### config.mk
export PLATFORM = sky130hd
export DESIGN_NAME = apb_master_bridge
export DESIGN_NICKNAME = d
export VERILOG_FILES = /design/src/rtl/apb_master_bridge.sv
export SDC_FILE = /design/constraint.sdc
export NUM_CORES = 1
export LEC_CHECK = 0
export BUFFER_PORTS_ARGS = -buffer_cell sky130_fd_sc_hd__buf_2
export CAP_MARGIN = 20
export CORE_AREA = 2 2 121 123
export CTS_BUF_LIST = sky130_fd_sc_hd__clkbuf_8
export DETAILED_ROUTE_END_ITERATION = 10
export DIE_AREA = 0 0 123 125
export GPL_TIMING_DRIVEN = 0
export PLACE_DENSITY = 0.7
export SKIP_CTS_REPAIR_TIMING = 1
export SYNTH_ARGS = -nofsm -noshare
export SYNTH_HDL_FRONTEND = slang
export SYNTH_SLANG_ARGS = --single-unit
### constraint.sdc
create_clock -name clk -period 1.41 [get_ports clk]
set_input_delay 0.141 -clock clk [delete_from_list [all_inputs] [get_ports clk]]
set_output_delay 0.141 -clock clk [all_outputs]
set_load 0.02 [all_outputs]
### src/rtl/apb_master_bridge.sv
// apb_master_bridge: turns a single core data-bus request into one APB transfer.
// The request is registered in IDLE, decoded to a one-hot slave select, then
// driven through the SETUP and ACCESS phases. A one-cycle ready strobe returns
// read data, or a decode error, to the core.
module apb_master_bridge #(
   parameter int          NUM_SLV   = 4,
   parameter logic [31:0] BASE_ADDR = 32'h1000_0000
) (
   input  logic                   clk,
   input  logic                   reset,
   input  logic                   transfer,
   input  logic                   write,
   input  logic [31:0]            addr,
   input  logic [31:0]            wdata,
   input  logic [3:0]             wstrb,
   output logic [31:0]            rdata,
   output logic                   ready,
   output logic                   slverr,
   output logic [31:0]            PADDR,
   output logic                   PWRITE,
   output logic [31:0]            PWDATA,
   output logic [3:0]             PSTRB,
   output logic                   PENABLE,
   output logic [NUM_SLV-1:0]     PSEL,
   input  logic [NUM_SLV*32-1:0]  PRDATA,
   input  logic [NUM_SLV-1:0]     PREADY
);

   typedef enum logic [1:0] {
      IDLE   = 2'd0,
      SETUP  = 2'd1,
      ACCESS = 2'd2
   } state_t;

   state_t              state_reg;
   state_t              state_next;
   logic [NUM_SLV-1:0]  sel_reg;
   logic [NUM_SLV-1:0]  addr_dec;
   logic [NUM_SLV-1:0]  slv_done;
   logic [31:0]         slv_rdata [NUM_SLV];
   logic [31:0]         rdata_mux;

   // Per-slave address decode, completion detect and masked read data.
   // Slave i owns the 4 KB window BASE_ADDR[31:16] : i : xxx.
   generate
      for (genvar gi = 0; gi < NUM_SLV; gi++) begin : g_slv
         assign addr_dec[gi]  = (addr[31:16] == BASE_ADDR[31:16]) &&
                                (addr[15:12] == 4'(gi));
         assign slv_done[gi]  = sel_reg[gi] & PREADY[gi];
         assign slv_rdata[gi] = sel_reg[gi] ? PRDATA[32*gi +: 32] : 32'h0;
      end
   endgenerate

   // OR together the masked slave read buses; at most one is non-zero.
   always_comb begin
      rdata_mux = 32'h0;
      for (int i = 0; i < NUM_SLV; i++) begin
         rdata_mux = rdata_mux | slv_rdata[i];
      end
   end

   // FSM state register; reset aborts any transfer in flight.
   always_ff @(posedge clk) begin
      if (!reset) begin
         state_reg <= IDLE;
      end else begin
         state_reg <= state_next;
      end
   end

   // Capture the core request in IDLE; held stable through SETUP and ACCESS.
   always_ff @(posedge clk) begin
      if (!reset) begin
         PADDR   <= 32'h0;
         PWRITE  <= 1'b0;
         PWDATA  <= 32'h0;
         PSTRB   <= 4'b0000;
         sel_reg <= '0;
      end else if (state_reg == IDLE && transfer) begin
         PADDR   <= addr;
         PWRITE  <= write;
         PWDATA  <= wdata;
         PSTRB   <= write ? wstrb : 4'b0000;
         sel_reg <= addr_dec;
      end
   end

   // Next-state and APB/core handshake outputs.
   always_comb begin
      state_next = state_reg;
      PSEL       = '0;
      PENABLE    = 1'b0;
      ready      = 1'b0;
      rdata      = 32'h0;
      slverr     = 1'b0;
      case (state_reg)
         IDLE: begin
            if (transfer) begin
               state_next = SETUP;
            end
         end
         SETUP: begin
            PSEL       = sel_reg;
            state_next = ACCESS;
         end
         ACCESS: begin
            PSEL    = sel_reg;
            PENABLE = 1'b1;
            if (sel_reg == '0) begin
               // Decode miss: complete immediately with an error, no slave involved.
               ready      = 1'b1;
               slverr     = 1'b1;
               state_next = IDLE;
            end else if (|slv_done) begin
               ready      = 1'b1;
               rdata      = PWRITE ? 32'h0 : rdata_mux;
               state_next = IDLE;
            end
         end
         default: begin
            state_next = IDLE;
         end
      endcase
   end

endmodule
# Yosys cells after proc, flatten, opt, wreduce, memory -nomap -nowiden
# Cells that the tools add are included.
# classes
n_eq_ne	8
mux	20
bitwise	7
n_reduce_logical	11
# op_table
cell	n
2-to-1 mux 32 bit	8
OR 32 bit	3
equality test 16 x 13 -> 1 bit, second input constant	1
equality test 4 x 2 -> 1 bit, second input constant	2
zero test 4 bit	2
2-to-1 mux 4 bit	2
2-to-1 mux 1 bit	6
2-to-1 mux 2 bit	3
case mux 2 bit (3 select lines)	1
logical AND 1 bit	5
bitwise AND 1 bit	4
equality test 4 x 1 -> 1 bit, second input constant	1
OR reduction 4 bit	1
inequality test 3 bit, second input constant	1
equality test 2 x 1 -> 1 bit, second input constant	1
equality test 2 bit, second input constant	1
zero test 2 bit	1
inequality test 2 bit, second input constant	1
AND reduction 2 bit	1
OR reduction 2 bit	1
# word_totals
ff_bits	75
inputBits	204
output_inout_bits	108
word_cells	52

# Logic depth before layout (Yosys ltp)
# Gate-level depths: netlist of run 1.
# logic_depth
depth_word	8
ltp_mapped	7
depth_no_buf	5

# Least setup slack after synthesis of run 1
# Ideal clock, no wire load.
# synth_path
kind	register -> output
start	reg state_reg[0]
end	out rdata[10]
t_arrival_ps	1677
t_required_ps	1269
slack_ps	-408
stages_incl_launch_ff	7
n_path_buf	1
cell_sequence	dfxtp_1 -> inv_1 -> ha_1 -> o41ai_1 -> a211o_1 -> buf_2 -> a21oi_1
# synth_via
elab_chain_cells	2
# synth_rtl
item	line	rtl
start, declared	35	state_t state_reg;
start signal, assigned	67	state_reg <= state_next;
equality test 2 bit	96	case (state_reg)
2-to-1 mux 32 bit	96	
end, declared	16	output logic [31:0] rdata,
# No other way between the ends.

# Worst setup path in the final report of run 1
# layout_path
start	reg sel_reg[0]
end	out rdata[14]
# layout_via
elab_chain_cells	8
# layout_rtl
item	line	rtl
start, declared	37	logic [NUM_SLV-1:0] sel_reg;
start signal, assigned	84	sel_reg <= addr_dec;
2-to-1 mux 32 bit	50	assign slv_rdata[gi] = sel_reg[gi] ? PRDATA[32*gi +: 32] : 32'h0;
OR 32 bit (3 in series)	58	rdata_mux = rdata_mux | slv_rdata[i];
2-to-1 mux 32 bit	116	rdata = PWRITE ? 32'h0 : rdata_mux;
2-to-1 mux 32 bit	114	end else if (|slv_done) begin
2-to-1 mux 32 bit *	109	if (sel_reg == '0) begin
2-to-1 mux 32 bit *	96	
# Mark *: on every way between the ends. The rest lies on a longest branch, timed or not.

==> results of run 1 <==
logic make-up (layout without fill, tap and decap cells):
group / after synthesis / in the layout
AO/OA/AOI/OAI: 175 / 175
AND/OR/NAND/NOR: 165 / 165
flip-flops: 75 / 75
buffers and inverters: 45 / 389
adder cells (fa/ha/maj): 4 / 4
multiplexers: 2 / 2
report_power, final:
group | total [mW] | internal (mW) | switching (mW)
sequential | 2.50 | 2.37 | 0.136
combinational | 2.17 | 0.966 | 1.21
clock | 1.65 | 0.850 | 0.795
metrics by stage:
step	total power, mW	std cells	utilization (%)
6_report	6.32	994	47.9
3_5_place_dp	4.28	960	41.4
5_1_grt	6.67	994	47.9
2_1_floorplan	3.46	466	-
4_1_cts	5.93	976	42.8
3_3_place_gp	4.26	960	41.4
synthesized netlist by cell type:
cell type  instances  area (um2)
or4_4              1        11.3
nand3b_1           1        7.51
ha_1               4        50.1
a31oi_1            1        6.26
a21boi_0          69         518
nor4b_1            1        8.76
nor2b_1            1        6.26
dfxtp_1           75        1500
buf_6              1        11.3
a211o_1            1        8.76
and2_1             5        31.3
nand3_1           11        55.1
a22oi_1           66         495
buf_2              7        35.0
a21oi_1           32         160
nand2_1          140         526
nor4_1             3        18.8
o41ai_1            3        26.3
o31ai_1            2        15.0
inv_1              3        11.3
a41oi_2            1        16.3
mux2i_1            2        20.0
clkbuf_1          34         128
nor2_1             2        7.51
layout make-up:
class	instances	area share, %
plain buffers	42	5.82
clock buffers	10	2.03
clock inverters	6	0.828
inverters	3	0.239
multi-input cells	346	36.6
flip-flops and latches	75	22.2
well taps	184	3.39
repair buffers	328	28.9
metal layers:
layer / vias to the layer above / part of all wire [%] / global-route usage, %
li1: 2327 / - / -
met1: 2224 / 36 / 20.7
met2: 215 / 52 / 39.5
met3: 31 / 9.4 / 6.30
met4: 0 / 2.6 / 6.89
met5: - / 0 / 0
final timing paths:
| path | start | end | slack (ps) | cells past startpoint |
|---|---|---|---|---|
| worst max register to register | state_reg[1]$_SDFFE_PN0P_ | sel_reg[1]$_SDFFE_PN0P_ | -150 | 8 |
| worst min-delay path | wdata[0] | PWDATA[0]$_SDFFE_PN0P_ | 20 | 3 |
| worst max-delay path | sel_reg[0]$_SDFFE_PN0P_ | rdata[14] | -550 | 6 |
| worst min register to register | PADDR[12]$_SDFFE_PN0P_ | PADDR[12]$_SDFFE_PN0P_ | 450 | 2 |
worst max-delay path: cells and delay by family, from the launching register on:
kind | cells | cell delay, ps
AOI/OAI and AO/OA | 3 | 670
buffers and inverters | 3 | 460
DFF | 1 | 340
==> impl_metrics.yaml, run 1 <==
setup_path:
  cp.required_ps: 1270
  worstSetupPathType: "flop to primary output"
  cpPeakStageDelay_ps: 420
  cp_max_fo: 10
  cp-end-kind: "primary output"
  startpoint_type: "flop"
  crit_top_cell: "buf_6"
  cp_data_arrival_time_ps: 1820
  cp_slowest_cell: "a211o_4"
  path_cells: "buf_6, a22oi_2, a211o_4, buf_12, a21oi_4, buf_6"
run_status:
  violations: "setup timing"
  status: "finished with violations"
synthesis:
  ys_seq_area_share_pct: 40.9
  synth_warnings: 0
  ys_types: 24
  synth_xor_area_share_pct: 0
  synthAdderAreaFrac_pct: 1.36
  synth_area_mm2: 0.00367
  synth-compound-area-share_pct: 33.9
  synth_cells: 466
  postSynthAreaPerCell_um2: 7.89
  yosys.area_share.simple_pct: 18.3
  synth_nets: 674
  ys_ff_latch: 75
  synth_top_family_by_area: "compound AO/OA/AOI/OAI gates"
  synth_mux_area_share_pct: 0.545
timing:
  slew_viol_final: 0
  max-slew-margin-rel_pct: 56.0
  tightestPinTransition_ps: 659
  finalHoldWorstSlack_ps: 17.5
  post-route-period-util_pct: 139
  setup_tns_ps: -18310
  hold_viol: 0
  min_period_ps: 1960
  setup_viol: 42
  fin_skew_ps: 3.96
  max_freq_mhz: 509
  rsz0062_at_grt: "true"
  worst_slack_ps: -553
drt:
  drc_errors: 0
  first_iter_violations: 217
  ant_nets: 0
  routedWlPerCell_um: 17.5
  vias_per_cell: 4.83
  wirelength_um: 17400
  dr_total_vias: 4797
  firstDrtPassIters: 4
floorplan:
  rows: 44
  start_util_pct: 25.9
  ios: 312
  die_area_mm2: 0.0154
  core_area_mm2: 0.0142
  die_h_um: 125
  die_w_um: 123
final_layout:
  reg_top3: "PADDR: 32 flops, PWDATA: 32 flops"
  drive_gt1_share_pct: 54.0
  fillCellCount: 1416
  final_cell_mix: "buf_2, nand2_1, dfxtp_1, a22oi_1, a21boi_1"
  final-seq-area_mm2: 0.00151
  design_area_mm2: 0.00680
  synthToLayoutAreaGrowth_pct: 85.0
  nets: 1013
  layout_commonest_cell: "buf_2"
  diodes: 0
  multi_input_area_mm2: 0.00249
clock_network:
  cts_tree: "yes"
  clk_pin_slew_ps: 70
  root_buffer: "clkbuf_8"
  cts.path.max_buffers: 2
  numCtsBuffers: 9
  clkLatencyLatePin_ps: 350
  h-tree-depth: 3
  clock-sinks: 75
global_routing:
  track_usage_pct: 20.6
  grt_antenna_before_repair: 1
  grt_pass1_vias: 4524
  grt_pass1_wl_um: 23900
  grt_max_degree: 13
  overflow: 0
job:
  drv_cap: 0
placed_design:
  gp_congestion: 0.852
  hpwl_um: 13800
  placed_cell_area_mm2: 0.00589
  port_buffers: 310
  post-place-ws_ps: -636
power_and_ir_drop:
  power.leakage_nw: 2.96
  power.density_mw_per_mm2: 930
  vdd_drop_max_mv: 0.748
hold_path:
  hp-class: "input port to flop"
(Power assumes the default switching activity.)
==> run 2, diff against run 1 <==
--- a/config.mk
+++ b/config.mk
@@ -7,12 +7,12 @@
 export LEC_CHECK = 0
 export BUFFER_PORTS_ARGS = -buffer_cell sky130_fd_sc_hd__buf_2
 export CAP_MARGIN = 20
-export CORE_AREA = 2 2 121 123
+export CORE_AREA = 5 5 117 119
 export CTS_BUF_LIST = sky130_fd_sc_hd__clkbuf_8
 export DETAILED_ROUTE_END_ITERATION = 10
-export DIE_AREA = 0 0 123 125
+export DIE_AREA = 0 0 122 124
 export GPL_TIMING_DRIVEN = 0
-export PLACE_DENSITY = 0.7
+export PLACE_DENSITY = 0.76
 export SKIP_CTS_REPAIR_TIMING = 1
 export SYNTH_ARGS = -nofsm -noshare
 export SYNTH_HDL_FRONTEND = slang
==> run 2 against run 1 <==
Effect of this change: the flow still finishes with violations (setup timing); setup slack worse by 42 ps; die area shrank 1.6%; core utilization rose by 12 points; count of clock-buffer cells in the layout grew 3; non-clock buffer count increased by 20; critical endpoint is now rdata[19]; highest routed layer unchanged.
==> impl_metrics.yaml, run 2 (synthesis gave the netlist of run 1 again) <==
clock_network:
  clock-sinks: 75
  root_buffer: "clkbuf_8"
  cts.path.max_buffers: 2
  h-tree-depth: 3
  numCtsBuffers: 9
  clk_pin_slew_ps: 80
  clkLatencyLatePin_ps: 360
  cts_tree: "yes"
timing:
  tightestPinTransition_ps: 518
  max-slew-margin-rel_pct: 65.5
  worst_slack_ps: -595
  post-route-period-util_pct: 142
  rsz0062_at_grt: "true"
  slew_viol_final: 0
  setup_tns_ps: -27180
  fin_skew_ps: 7.26
  setup_viol: 104
  max_freq_mhz: 499
  hold_viol: 0
  min_period_ps: 2010
floorplan:
  die_w_um: 122
  core_area_mm2: 0.0125
  die_area_mm2: 0.0151
  start_util_pct: 29.5
  rows: 41
  ios: 312
  die_h_um: 124
setup_path:
  cp_data_arrival_time_ps: 1860
  path_cells: "buf_6, a22oi_2, a211o_4, clkbuf_16, a21oi_4, buf_6"
  worstSetupPathType: "flop to primary output"
  cp_max_fo: 8
  cp.required_ps: 1270
  startpoint_type: "flop"
  cpPeakStageDelay_ps: 450
  crit_top_cell: "buf_6"
  cp_slowest_cell: "a211o_4"
  crit_family: "compound AO/OA/AOI/OAI gates"
  cp-end-kind: "primary output"
  cp_num_buf_inv: 3
global_routing:
  grt_pass1_vias: 4820
  grt_max_degree: 13
  grt_antenna_before_repair: 6
  track_usage_pct: 21.5
  grt_pass1_wl_um: 25000
  overflow: 0
drt:
  dr_total_vias: 5020
  routed-wl-met3_um: 1900
  wl_met2_um: 10200
  firstDrtPassIters: 5
  first_iter_violations: 261
  drc_errors: 0
  wirelength_um: 19200
  wl_met1_um: 6590
  routedWlPerCell_um: 19.1
  vias_per_cell: 5.00
  top_layer: "met4"
  ant_nets: 0
final_layout:
  nets: 1033
  synthToLayoutAreaGrowth_pct: 103
  reg_top3: "PADDR: 32 flops, PWDATA: 32 flops"
  postLayoutCoreUtil_pct: 59.7
  final_cells: 1005
  drive_gt1_share_pct: 65.4
  layout_commonest_cell: "buf_2"
  final_cell_mix: "buf_2, nand2_1, dfxtp_1, a22oi_1, buf_6"
power_and_ir_drop:
  power.leakage_nw: 3.21
  vdd_drop_max_mv: 0.853
  power.density_mw_per_mm2: 934
placed_design:
  port_buffers: 310
  gp_congestion: 0.860
  hpwl_um: 14400
  dp_cells: 948
hold_path:
  hp-class: "input port to flop"
job:
  drv_cap: 0
run_status:
  violations: "setup timing"
  status: "finished with violations"
[run 2: layout make-up]
type / count / area [um2]
Fill cell: 1103 / 5020
Clock buffer: 13 / 179
Antenna cell: 3 / 7.51
Sequential cell: 75 / 1510
Tap cell: 172 / 215
Buffer: 42 / 403
Clock inverter: 3 / 20.0
Multi-Input combinational cell: 346 / 2800
Inverter: 3 / 16.3
Timing Repair Buffer: 348 / 2290
[run 2: worst min-delay path: stages]
cell and delay [ps]:
buf_2 100, nand2_2 40, a21boi_1 40
[run 2: path summary, 6_finish.rpt]
path | slack (ps) | start | depth (start not counted) | to
worst min-delay path | 10 | wdata[11] | 3 | PWDATA[11]$_SDFFE_PN0P_
worst max register to register | -320 | sel_reg[3]$_SDFFE_PN0P_ | 5 | state_reg[0]$_SDFFE_PN0P_
worst min register to register | 450 | PWDATA[28]$_SDFFE_PN0P_ | 2 | PWDATA[28]$_SDFFE_PN0P_
worst max-delay path | -600 | sel_reg[0]$_SDFFE_PN0P_ | 6 | rdata[19]
[run 2: stage by stage]
step | power [mW] | instance area (um2) | hold slack (ps) | worst slack [ps]
finish | 6.95 | 7440 | 10.0 | -595
global route | 7.29 | 7440 | 4.31 | -664
CTS | 5.90 | 6070 | 5.70 | -873
detailed placement | 4.27 | 5870 | 398 | -474
global placement | 4.24 | 5870 | 393 | -448
floorplan | 3.46 | 4100 | 243 | -97.0
[run 2: power breakdown]
part | internal [mW] | switching (mW)
combinational | 1.34 | 1.46
clock | 0.829 | 0.812
sequential | 2.37 | 0.133
[run 2: per-layer routing]
layer	vias to the layer above	GRT usage [%]
met4	0	9.52
met2	273	40.1
li1	2376	-
met3	43	7.49
met1	2328	21.7
met5	-	0
